## src/rtl/pwm_core.sv

```systemverilog
// rtl/pwm_core.sv - two-channel PWM timer with prescaler, edge/center modes and shadowed settings
module pwm_core #(
    parameter int WIDTH = 16
) (
    input  logic             clk,
    input  logic             rst_n,
    input  logic             en,
    input  logic             mode,
    input  logic [WIDTH-1:0] period,
    input  logic [WIDTH-1:0] duty1,
    input  logic [WIDTH-1:0] duty2,
    input  logic [WIDTH-1:0] prescaler_div,
    output logic             pwm_out1,
    output logic             pwm_out2,
    output logic [WIDTH-1:0] cnt,
    output logic             dir,
    output logic             update_evt
);

    typedef enum logic {IDLE, RUN} state_t;

    state_t           state;
    logic [WIDTH-1:0] psc_cnt;
    logic [WIDTH-1:0] period_sh;
    logic [WIDTH-1:0] duty1_sh;
    logic [WIDTH-1:0] duty2_sh;
    logic [WIDTH-1:0] psc_sh;
    logic             mode_sh;

    logic             tick;
    logic             wrap;
    logic [WIDTH-1:0] cnt_nxt;
    logic             dir_nxt;

    assign tick = (state == RUN) && (psc_cnt == psc_sh);

    // Next counter position for a tick; wrap marks the shadow-reload point of the period.
    always_comb begin
        cnt_nxt = cnt;
        dir_nxt = dir;
        wrap    = 1'b0;
        if (period_sh == '0) begin
            cnt_nxt = '0;
            dir_nxt = 1'b0;
            wrap    = 1'b1;
        end else if (!mode_sh) begin
            dir_nxt = 1'b0;
            if (cnt < period_sh) begin
                cnt_nxt = cnt + WIDTH'(1);
            end else begin
                cnt_nxt = '0;
                wrap    = 1'b1;
            end
        end else if (!dir) begin
            if (cnt < period_sh) begin
                cnt_nxt = cnt + WIDTH'(1);
            end else begin
                dir_nxt = 1'b1;
                cnt_nxt = cnt - WIDTH'(1);
            end
        end else begin
            if (cnt != '0) begin
                cnt_nxt = cnt - WIDTH'(1);
            end else begin
                dir_nxt = 1'b0;
                cnt_nxt = cnt + WIDTH'(1);
                wrap    = 1'b1;
            end
        end
    end

    always_ff @(posedge clk or negedge rst_n) begin
        if (!rst_n) begin
            state      <= IDLE;
            psc_cnt    <= '0;
            cnt        <= '0;
            dir        <= 1'b0;
            update_evt <= 1'b0;
            period_sh  <= '0;
            duty1_sh   <= '0;
            duty2_sh   <= '0;
            psc_sh     <= '0;
            mode_sh    <= 1'b0;
        end else begin
            case (state)
                IDLE: begin
                    psc_cnt    <= '0;
                    cnt        <= '0;
                    dir        <= 1'b0;
                    update_evt <= 1'b0;
                    if (en) begin
                        state     <= RUN;
                        period_sh <= period;
                        duty1_sh  <= duty1;
                        duty2_sh  <= duty2;
                        psc_sh    <= prescaler_div;
                        mode_sh   <= mode;
                    end
                end
                RUN: begin
                    if (!en) begin
                        state      <= IDLE;
                        psc_cnt    <= '0;
                        cnt        <= '0;
                        dir        <= 1'b0;
                        update_evt <= 1'b0;
                    end else begin
                        psc_cnt    <= tick ? '0 : psc_cnt + WIDTH'(1);
                        update_evt <= tick & wrap;
                        if (tick) begin
                            cnt <= cnt_nxt;
                            dir <= dir_nxt;
                            // Settings written mid-period only take effect from here on.
                            if (wrap) begin
                                period_sh <= period;
                                duty1_sh  <= duty1;
                                duty2_sh  <= duty2;
                                psc_sh    <= prescaler_div;
                                mode_sh   <= mode;
                            end
                        end
                    end
                end
                default: state <= IDLE;
            endcase
        end
    end

    assign pwm_out1 = (state == RUN) && (cnt < duty1_sh);
    assign pwm_out2 = (state == RUN) && (cnt < duty2_sh);

endmodule

```

## config.mk

```make
export PLATFORM = sky130hd
export DESIGN_NAME = pwm_core
export DESIGN_NICKNAME = d
export VERILOG_FILES = /design/src/rtl/pwm_core.sv
export SDC_FILE = /design/constraint.sdc
export NUM_CORES = 1
export LEC_CHECK = 0
export BUFFER_PORTS_ARGS = -buffer_cell sky130_fd_sc_hd__buf_2
export CORE_AREA = 5 5 110 112
export CTS_CLUSTER_SIZE = 14
export DETAILED_ROUTE_END_ITERATION = 10
export DIE_AREA = 0 0 115 117
export PLACE_DENSITY_LB_ADDON = 0.1
export SYNTH_ARGS = -nofsm -noshare
export SYNTH_HDL_FRONTEND = slang
export SYNTH_SLANG_ARGS = --single-unit
```

## constraint.sdc

```tcl
create_clock -name clk -period 6.3 [get_ports clk]
set_input_delay 0 -clock clk [delete_from_list [all_inputs] [get_ports clk]]
set_output_delay 0 -clock clk [all_outputs]
set_load 0.005 [all_outputs]
```

Word-level counts from Yosys, hierarchy flattened
Cells that the tools add are included.

storage, ports and cells
  output and inout port bits = 20
  register bits after elaboration = 100

operators by class
  eq/ne operators = 6
  mux-type cells = 52
  order comparisons = 3
  add/subtract/negate cells = 3
  reduce and logical (&&, ||, !) cells = 6
  bitwise operators = 2

operators with widths
  operator                                            number
  two-way mux 16 bit                                  26
  case mux 16 bit (2 select lines)                    6
  < comparator 16 bit                                 3
  adder 16 x 1 -> 16 bit, second input constant       2
  two-way mux 1 bit                                   17
  == test 16 bit                                      1
  zero test 16 bit                                    1
  nonzero test 16 bit                                 1
  subtractor 16 x 1 -> 16 bit, second input constant  1
  case mux 1 bit (2 select lines)                     3
  != test 2 x 1 -> 1 bit, second input constant       2
  != test 2 bit, second input constant                2
  AND reduction 4 bit                                 1
  logical AND 1 bit                                   3
  != test 3 x 2 -> 1 bit, second input constant       1
  bitwise AND 1 bit                                   1
  NOT 1 bit                                           1

Logic depth before layout (Yosys ltp)
Gate-level depths: netlist of the first run.

  word-level depth = 9
  depth in mapped cells = 11
  mapped depth without buffers = 9

Worst setup path after synthesis of the first run
Ideal clock, no wire load.

  path type = reg-to-reg
  start point = reg cnt[13]
  end point = reg duty1_sh[0]
  setup time = 0.125 ns
  slack = 3.417 ns
  cell stages (with the launch flop) = 11
  period minus slack after synthesis = 2.883 ns
  arrival = 2.758 ns
  cells stage by stage = dfrtp_1 -> ha_1 -> nand2_1 -> nor4_2 -> or4b_1 -> a31oi_1 -> o21bai_1 -> a21boi_1 -> buf_4 -> buf_6 -> mux2_2

between the ends
  cells in the longest elaborated chain, start to end = 7
  elaborated cells on any way between the ends = 9

RTL lines
  item                                                                         line  text
  from (decl)                                                                  15    output logic [WIDTH-1:0] cnt,
  from (signal assigned)                                                       111   cnt <= cnt_nxt;
  parallel branches: the longest is 3 deep, another holds < comparator 16 bit  n/a
  two-way mux 1 bit *                                                          46    end else if (!mode_sh) begin
  two-way mux 1 bit *                                                          42    if (period_sh == '0) begin
  != test 2 x 1 -> 1 bit (no line) *                                           n/a
  AND reduction 4 bit (no line) *                                              n/a
  to (signal assigned)                                                         94    duty1_sh <= duty1;
  to (signal assigned)                                                         116   duty1_sh <= duty1;
  to (decl)                                                                    25    logic [WIDTH-1:0] duty1_sh;

Mark *: on every way between the ends.
A chain may end at the register's enable or synchronous reset.

Worst setup path after layout of the first run
  start point = reg cnt[13]
  end point = reg duty1_sh[1]

Same word-level chain as after synthesis.

==> results of run 1 <==
==> cell usage after synthesis, types with 3 or more instances <==
cell type	number
a211oi_1	7
a21boi_0	3
a21o_1	8
a21oi_1	20
a221oi_1	11
a31oi_1	9
a41oi_1	3
and3_1	8
buf_4	3
buf_6	6
clkbuf_1	5
dfrtp_1	100
ha_1	49
inv_1	54
mux2_2	65
nand2_1	24
nand2b_1	5
nand3_1	15
nand4_1	9
nor2_1	35
nor3_1	15
nor4_1	11
o21ai_0	16
or3_1	7
or4_1	4
xnor2_1	5
xor2_1	25
==> cell usage in the layout, fill, tap and decap left out, drive strengths merged, types with 15 or more instances in the layout <==
cell	n
a21oi	21
buf	89
dfrtp	100
dlygate4sd3	67
ha	49
inv	55
mux2	65
nand2	25
nand3	15
nor2	36
nor3	15
o21ai	16
xor2	25
==> state kept, by name, summed over array words and instances, names as in the netlist <==
| signal | count |
|---|---|
| duty1_sh | 16 |
| mode_sh | 1 |
| update_evt | 1 |
| duty2_sh | 16 |
| state | 1 |
| dir | 1 |
| cnt | 16 |
| psc_sh | 16 |
| psc_cnt | 16 |
| period_sh | 16 |
==> what timing repair did <==
item	in CTS	in global routing
hold buffers	67	0
setup buffers	0	0
hold endpoints to repair	97	0
==> cells by family after synthesis <==
family | Yosys count
buffers and inverters | 70
XOR/XNOR | 30
flip-flops | 100
AO/OA/AOI/OAI | 94
multiplexers | 66
adder cells (fa/ha/maj) | 49
AND/OR/NAND/NOR | 149
==> layer usage <==
metal / track usage (%) / up-vias / part of all wire (%)
li1: - / 2313 / -
met1: 27.9 / 2358 / 42
met2: 39.2 / 161 / 49
met3: 4.01 / 35 / 5.4
met4: 11.3 / 0 / 3.0
met5: 0 / - / 0
==> final cells by class <==
cell class | instances | area (sq um) | share of cell area (%)
Inverter | 54 | 203 | 2.74
Sequential cell | 100 | 2500 | 33.9
Clock buffer | 12 | 256 | 3.47
Multi-Input combinational cell | 388 | 3070 | 41.5
Tap cell | 143 | 179 | 2.42
Clock inverter | 4 | 56.3 | 0.762
Timing Repair Buffer | 156 | 1120 | 15.2
==> final timing paths <==
| kind | slack (ps) | endpoint |
|---|---|---|
| max | 2090 | duty1_sh[1] |
| min | 140 | cnt[8] |
| max reg2reg | 2090 | duty1_sh[1] |
| min reg2reg | 510 | duty2_sh[9] |
| max in group asynchronous | 4930 | psc_sh[13] |
| min in group clk | 400 | state |
==> metrics by stage <==
step	utilization [%]	setup WS [ps]
4_1_cts	66.4	2100
5_1_grt	66.4	1820
6_report	66.4	2090
2_1_floorplan	-	3420
3_3_place_gp	57.6	2320
3_5_place_dp	57.6	2130
==> where the power goes <==
| part | total [mW] | leakage (nW) | switching (mW) | internal (mW) |
|---|---|---|---|---|
| logic | 0.236 | 2.23 | 0.105 | 0.132 |
| registers | 0.749 | 1.25 | 0.0448 | 0.704 |
| clock network | 0.579 | 0.147 | 0.246 | 0.333 |
==> worst max-delay path, cell delays in order (launching register included) <==
cell,delay [ps]
dfrtp_1,510
ha_1,360
nand2_1,90
nor4_2,360
or4b_1,530
a31oi_1,310
o21bai_1,170
a21boi_4,800
buf_4,530
mux2_2,410
==> results.toml, run 1 <==
[die]
die-area_sq_um = 13500
core_area_sq_um = 11100
initial_core_util_pct = 52.9
top_level_ports = 88
placementRows = 39
fp.dieH_um = 117
dieWidth_um = 115

[flow_run]
max-cap-violations = 0

[logic_synthesis]
synthArstFlopShare_pct = 100
ys_top_cells_by_area = "dfrtp_1 43%, mux2_2 12%, ha_1 10%"
synth_warnings = 0
yosysTopAreaCell = "dfrtp_1"
synth.area.mux_share_pct = 12.6
synth_top_family_by_area = "simple AND/OR/NAND/NOR gates"
syn_avg_cell_area_sq_um = 10.5
yosysSeqAreaShare_pct = 42.6
synth-edff-count = 0
synthAdderAreaFrac_pct = 10.4
synthXorXnorAreaFrac_pct = 4.47
synth_compound_area_share_pct = 10.8
ys_types = 56
synth_cells = 558
synthesis.area_sq_um = 5880
yosys.area.top_type_share_pct = 42.6
ys_seq_elements = 100
synth_fp_nets = 675
synth-simple-area-share_pct = 13.6
synth_flop_cell = "dfrtp_1"

[placement]
gp_congestion = 0.868
dp_hpwl_um = 10500
place_inst = 774
port_buffers = 87
postPlaceCellArea_sq_um = 6400

[run_status]
status = "complete, no violations"

[cells_and_area]
n_fill_cell = 897
design_area_sq_um = 7390
drive_gt1_share_pct = 24.8
syn2layout_area_growth_pct = 25.6
final_cells = 857
num_antenna_cells = 0
nNetsFinal = 826

[clock_tree]
cts_buffers = 9
cts_root_buffer = "clkbuf_16"
cts.path.max_buffers = 2
cts-resized-gates = 0
path_clk_slew_ps = 70
cts_tree = "done"
htreeDepth = 3
clk_latency_ps = 340
cts.sink_count = 100

[timing]
holdWs_ps = 143
finalCritPeriodShare_pct = 66.8
fmax_mhz = 238
maxSlewViolCount = 0
period_needed_ps = 4210
tns_ps = 0
rsz0062_at_grt = "no"
clock-skew-final_ps = 7.93
max-slew-margin-rel_pct = 31.5
setup-violations-final = 0
worstMarginPinSlew_ps = 1030
finalHoldViolCount = 0

[power]
p_total_mw = 1.56
leakage_nw = 3.62
peakVddDrop_v = 0.000167
power-per-cell-area_nw_per_um2 = 212

[worst_setup_path]
r2r.worst_path.cells = 9
arrival_ps = 4430
worstSetupPathType = "register to register"
worst_setup_path_end_kind = "register"
critPathMaxFanout = 35
cp-startpoint = "cnt[13]"
required_ps = 6520
worstSetupStartpointType = "register"
r2r_start = "cnt[13]"

[global_routing]
first_global_vias = 4993
overflow = 0
grt.total_usage_pct = 22.9
antenna_found_initial = 0
grt_pass1_wl_um = 24000
grt_max_degree = 71

[routing]
wl_per_cell_um = 17.5
ant_nets = 0
drtIter0Drc = 317
drcViolationCount = 0
dr.pass1.iters = 5
viasPerCell = 5.68
totalWireLength_um = 15000
vias = 4867

[hold_path]
hp-class = "input pin to async pin"
(Power assumes the default switching activity.)
==> inputs of run 2 (changes only) <==
clock period = 4.4 ns   (was 6.3 ns; I/O delays follow)
==> results.toml, run 2 (synthesis results as in run 1) <==
[worst_setup_path]
worst_setup_path_end_kind = "register"
critPathMaxFanout = 65
path_buf_inv = 1
required_ps = 4630
cp_slowest_stage_delay_ps = 550
r2r.worst_path.cells = 9
worstSetupPathType = "register to register"
crit_end = "duty2_sh[5]"
slowest_stage = "dfrtp_1"
worstSetupStartpointType = "register"
rrSetupSlack_ps = 1000
arrival_ps = 3640
crit_chain = "ha_1 -> nand2_1 -> nor4_2 -> or4b_1 -> a31oi_1 -> o21bai_1 -> a21boi_4 -> buf_12 -> mux2_2"
critPathTopFamily = "simple AND/OR/NAND/NOR gates"
cp-startpoint = "cnt[11]"
r2r_end = "duty2_sh[5]"
cp.depth = 9
r2r_start = "cnt[11]"

[timing]
period_needed_ps = 3400
tns_ps = 0
max-slew-margin-rel_pct = 30.6
maxSlewViolCount = 0
worstMarginPinSlew_ps = 1040
finalCritPeriodShare_pct = 77.3
fmax_mhz = 294
clock-skew-final_ps = 9.31
setup-violations-final = 0
rsz0062_at_grt = "no"
finalHoldViolCount = 0
postLayoutSetupSlackWorst_ps = 997

[cells_and_area]
drive_gt1_share_pct = 24.6
fin_util_pct = 66.4
num_antenna_cells = 0
nNetsFinal = 826
final_cell_mix = "100 x dfrtp_1, 86 x buf_2, 67 x dlygate4sd3_1"
final_cells = 857
final_common_cell = "dfrtp_1"
design_area_sq_um = 7390
syn2layout_area_growth_pct = 25.7
n_fill_cell = 869

[placement]
dp_hpwl_um = 9960
place_inst = 774
port_buffers = 87
gp_congestion = 0.905
postPlaceCellArea_sq_um = 6420
preCtsSetupSlack_ps = 997

[hold_path]
hp-class = "input pin to async pin"

[die]
dieWidth_um = 115
top_level_ports = 88
initial_core_util_pct = 52.9
fp.dieH_um = 117
placementRows = 39
core_area_sq_um = 11100
die-area_sq_um = 13500

[routing]
dr.pass1.iters = 5
vias = 4754
wl_per_cell_um = 16.5
viasPerCell = 5.55
drtIter0Drc = 272
totalWireLength_um = 14100
ant_nets = 0
drcViolationCount = 0

[clock_tree]
clk_latency_ps = 350
cts.sink_count = 100
cts_buffers = 9
cts.path.max_buffers = 2
htreeDepth = 3
path_clk_slew_ps = 70
post_cts_buffers = 0
cts_tree = "done"
cts_root_buffer = "clkbuf_16"

[power]
leakage_nw = 3.62
power-per-cell-area_nw_per_um2 = 298
peakVddDrop_v = 0.000202

[run_status]
status = "complete, no violations"

[global_routing]
first_global_vias = 4892
met2_usage_pct = 39.9
grt_use_met1_pct = 27.4
grt_max_degree = 66
grt.total_usage_pct = 22.5
grt_pass1_wl_um = 23600
antenna_found_initial = 0
met3_usage_pct = 3.29
busiest_layer = "met2"
overflow = 0

[flow_run]
max-cap-violations = 0
## run 2: cell counts in the layout (fill, tap and decap cells not counted)
No cell type changed its count.
## run 2: routing by layer
metal	vias up	part of all wire [%]	wire length (um)
li1	2323	-	-
met1	2289	42	5940
met2	120	51	7230
met3	22	5.1	721
met4	0	1.5	218
met5	-	0	0
## run 2: per-stage QoR
| stage | total power, mW | hold slack, ps |
|---|---|---|
| after floorplan | 1.27 | -296 |
| after global placement | 1.36 | 76.1 |
| after detailed placement | 1.38 | 82.0 |
| after CTS | 2.23 | 256 |
| after global routing | 2.33 | 299 |
| final | 2.20 | 234 |
## run 2: power by group
| part | internal, mW | switching, mW | total, mW |
|---|---|---|---|
| clock network | 0.461 | 0.343 | 0.804 |
| logic | 0.189 | 0.141 | 0.330 |
| registers | 1.01 | 0.0621 | 1.07 |
| total | 1.66 | 0.547 | 2.20 |
## run 2: worst min-delay path by stage
stage / end / slack (ps) / cells after the start
3_5_place_dp: duty1_sh[14] / 80 / 1
2_1_floorplan: cnt[0] / -300 / 0
6_report: period_sh[3] / 230 / 2
5_1_grt: period_sh[4] / 300 / 2
3_3_place_gp: duty1_sh[14] / 80 / 1
4_1_cts: duty1_sh[14] / 260 / 2
## run 2: final cells by class
type                       count  area [sq um]  area share, %
tap                          143           179           2.42
multi-input combinational    388          3070           41.5
timing repair buffer         156          1140           15.4
clock buffer                  12           246           3.34
inverter                      54           203           2.74
sequential                   100          2500           33.9
clock inverter                 4          56.3          0.762
## run 2: repair_timing
action                    CTS  global route
hold buffers               67             0
hold endpoints to repair  119             0
resized for setup           0             0
==> inputs of run 3 (changes only) <==
clock period = 3.5 ns   (was 4.4 ns; I/O delays follow)
==> results.toml, run 3 (synthesis results as in run 1) <==
[clock_tree]
cts.sink_count = 100
cts.path.max_buffers = 2
cts_root_buffer = "clkbuf_16"
path_clk_slew_ps = 70
clk_latency_ps = 350
htreeDepth = 3
cts_buffers = 9
cts_tree = "done"
hold_buffers = 67
post_cts_buffers = 0
cts-resized-gates = 0

[worst_setup_path]
rrSetupSlack_ps = 220
slowest_stage = "or4b_1"
worst_setup_path_end_kind = "register"
path_buf_inv = 2
critPathTopFamily = "simple AND/OR/NAND/NOR gates"
r2r.worst_path.cells = 10
cp_slowest_stage_delay_ps = 520
r2r_end = "duty2_sh[9]"
critPathMaxFanout = 65
worstSetupStartpointType = "register"
r2r_start = "period_sh[13]"
worstSetupPathType = "register to register"
cp-startpoint = "period_sh[13]"
crit_chain = "inv_1 -> ha_1 -> nand2_1 -> nor4_2 -> or4b_1 -> a31oi_1 -> o21bai_1 -> a21boi_4 -> buf_12 -> mux2_2"
arrival_ps = 3510
required_ps = 3730

[timing]
setup-violations-final = 0
max-slew-margin-rel_pct = 33.9
period_needed_ps = 3280
holdWs_ps = 325
tns_ps = 0
worstMarginPinSlew_ps = 992
finalHoldViolCount = 0
clock-skew-final_ps = 7.05
fmax_mhz = 305
finalCritPeriodShare_pct = 93.6
postLayoutSetupSlackWorst_ps = 223
rsz0062_at_grt = "no"
maxSlewViolCount = 0

[cells_and_area]
n_fill_cell = 880
ff_latch_area_sq_um = 2500
final_cells = 877
syn2layout_area_growth_pct = 28.5
drive_gt1_share_pct = 26.7
multi_input_area_sq_um = 3070
final_common_cell = "dfrtp_1"
final_cell_mix = "100 x dfrtp_1, 86 x buf_2, 67 x dlygate4sd3_1"
nNetsFinal = 845

[flow_run]
max-cap-violations = 0

[power]
swShare_pct = 24.8
power-per-cell-area_nw_per_um2 = 379
combinationalPowerShare_pct = 14.7
p_sw_uw = 710
p_total_mw = 2.87
leakage_nw = 3.74
seqPwrFrac_pct = 47.1
peakVddDrop_v = 0.000262
pwr-share-clk_pct = 38.1
p_int_mw = 2.16

[routing]
ant_nets = 0
drcViolationCount = 0
totalWireLength_um = 15600
wl_per_cell_um = 17.7
drtIter0Drc = 423
dr.pass1.iters = 5
vias = 5077
viasPerCell = 5.79

[global_routing]
first_global_vias = 5052
grt_pass1_wl_um = 25100
overflow = 0
grt.total_usage_pct = 24.1
grt_max_degree = 76
antenna_found_initial = 1

[placement]
place_inst = 793
port_buffers = 87
gp_congestion = 0.944
preCtsSetupSlack_ps = 307
dp_hpwl_um = 10800

[die]
die-area_sq_um = 13500
fp.dieH_um = 117
placementRows = 39
core_area_sq_um = 11100
initial_core_util_pct = 52.9
dieWidth_um = 115
top_level_ports = 88

[hold_path]
hp-class = "input pin to async pin"

[run_status]
status = "complete, no violations"
-- run 3: cell type report --
class / instances / area share (%)
multi-input cells: 388 / 40.6
flip-flops and latches: 100 / 33.1
repair buffers: 175 / 16.9
clock buffers: 11 / 3.21
inverters: 54 / 2.68
well taps: 143 / 2.37
clock inverters: 5 / 1.09
diodes: 1 / 0.0331
-- run 3: layer usage --
| layer | GRT usage (%) | routed length (um) | up-vias |
|---|---|---|---|
| li1 | - | - | 2354 |
| met1 | 30.1 | 6410 | 2488 |
| met2 | 40.7 | 7760 | 198 |
| met3 | 4.27 | 930 | 37 |
| met4 | 11.2 | 457 | 0 |
| met5 | 0 | 0 | - |
-- run 3: power by group through the flow --
stage | Sequential [mW] | Combinational (mW) | Clock [mW]
6_report | 1.35 | 0.423 | 1.09
5_1_grt | 1.36 | 0.476 | 1.16
4_1_cts | 1.35 | 0.425 | 1.12
3_5_place_dp | 1.37 | 0.365 | 0
3_3_place_gp | 1.37 | 0.343 | 0
2_1_floorplan | 1.34 | 0.251 | 0
-- run 3: metrics by stage --
step / utilization [%] / cell area (sq um)
2_1_floorplan: - / 5880
5_1_grt: 67.9 / 7560
3_5_place_dp: 59.0 / 6560
6_report: 67.9 / 7560
3_3_place_gp: 59.0 / 6560
4_1_cts: 67.9 / 7560
-- run 3: how the worst max path moves through the flow --
stage / end / slack (ps) / cells after the start
after floorplan: duty1_sh[0] / 620 / 10
after global placement: duty1_sh[6] / 450 / 10
after detailed placement: duty2_sh[6] / 310 / 10
after CTS: duty2_sh[6] / 290 / 10
after global routing: duty1_sh[9] / 60 / 10
final: duty2_sh[9] / 220 / 10
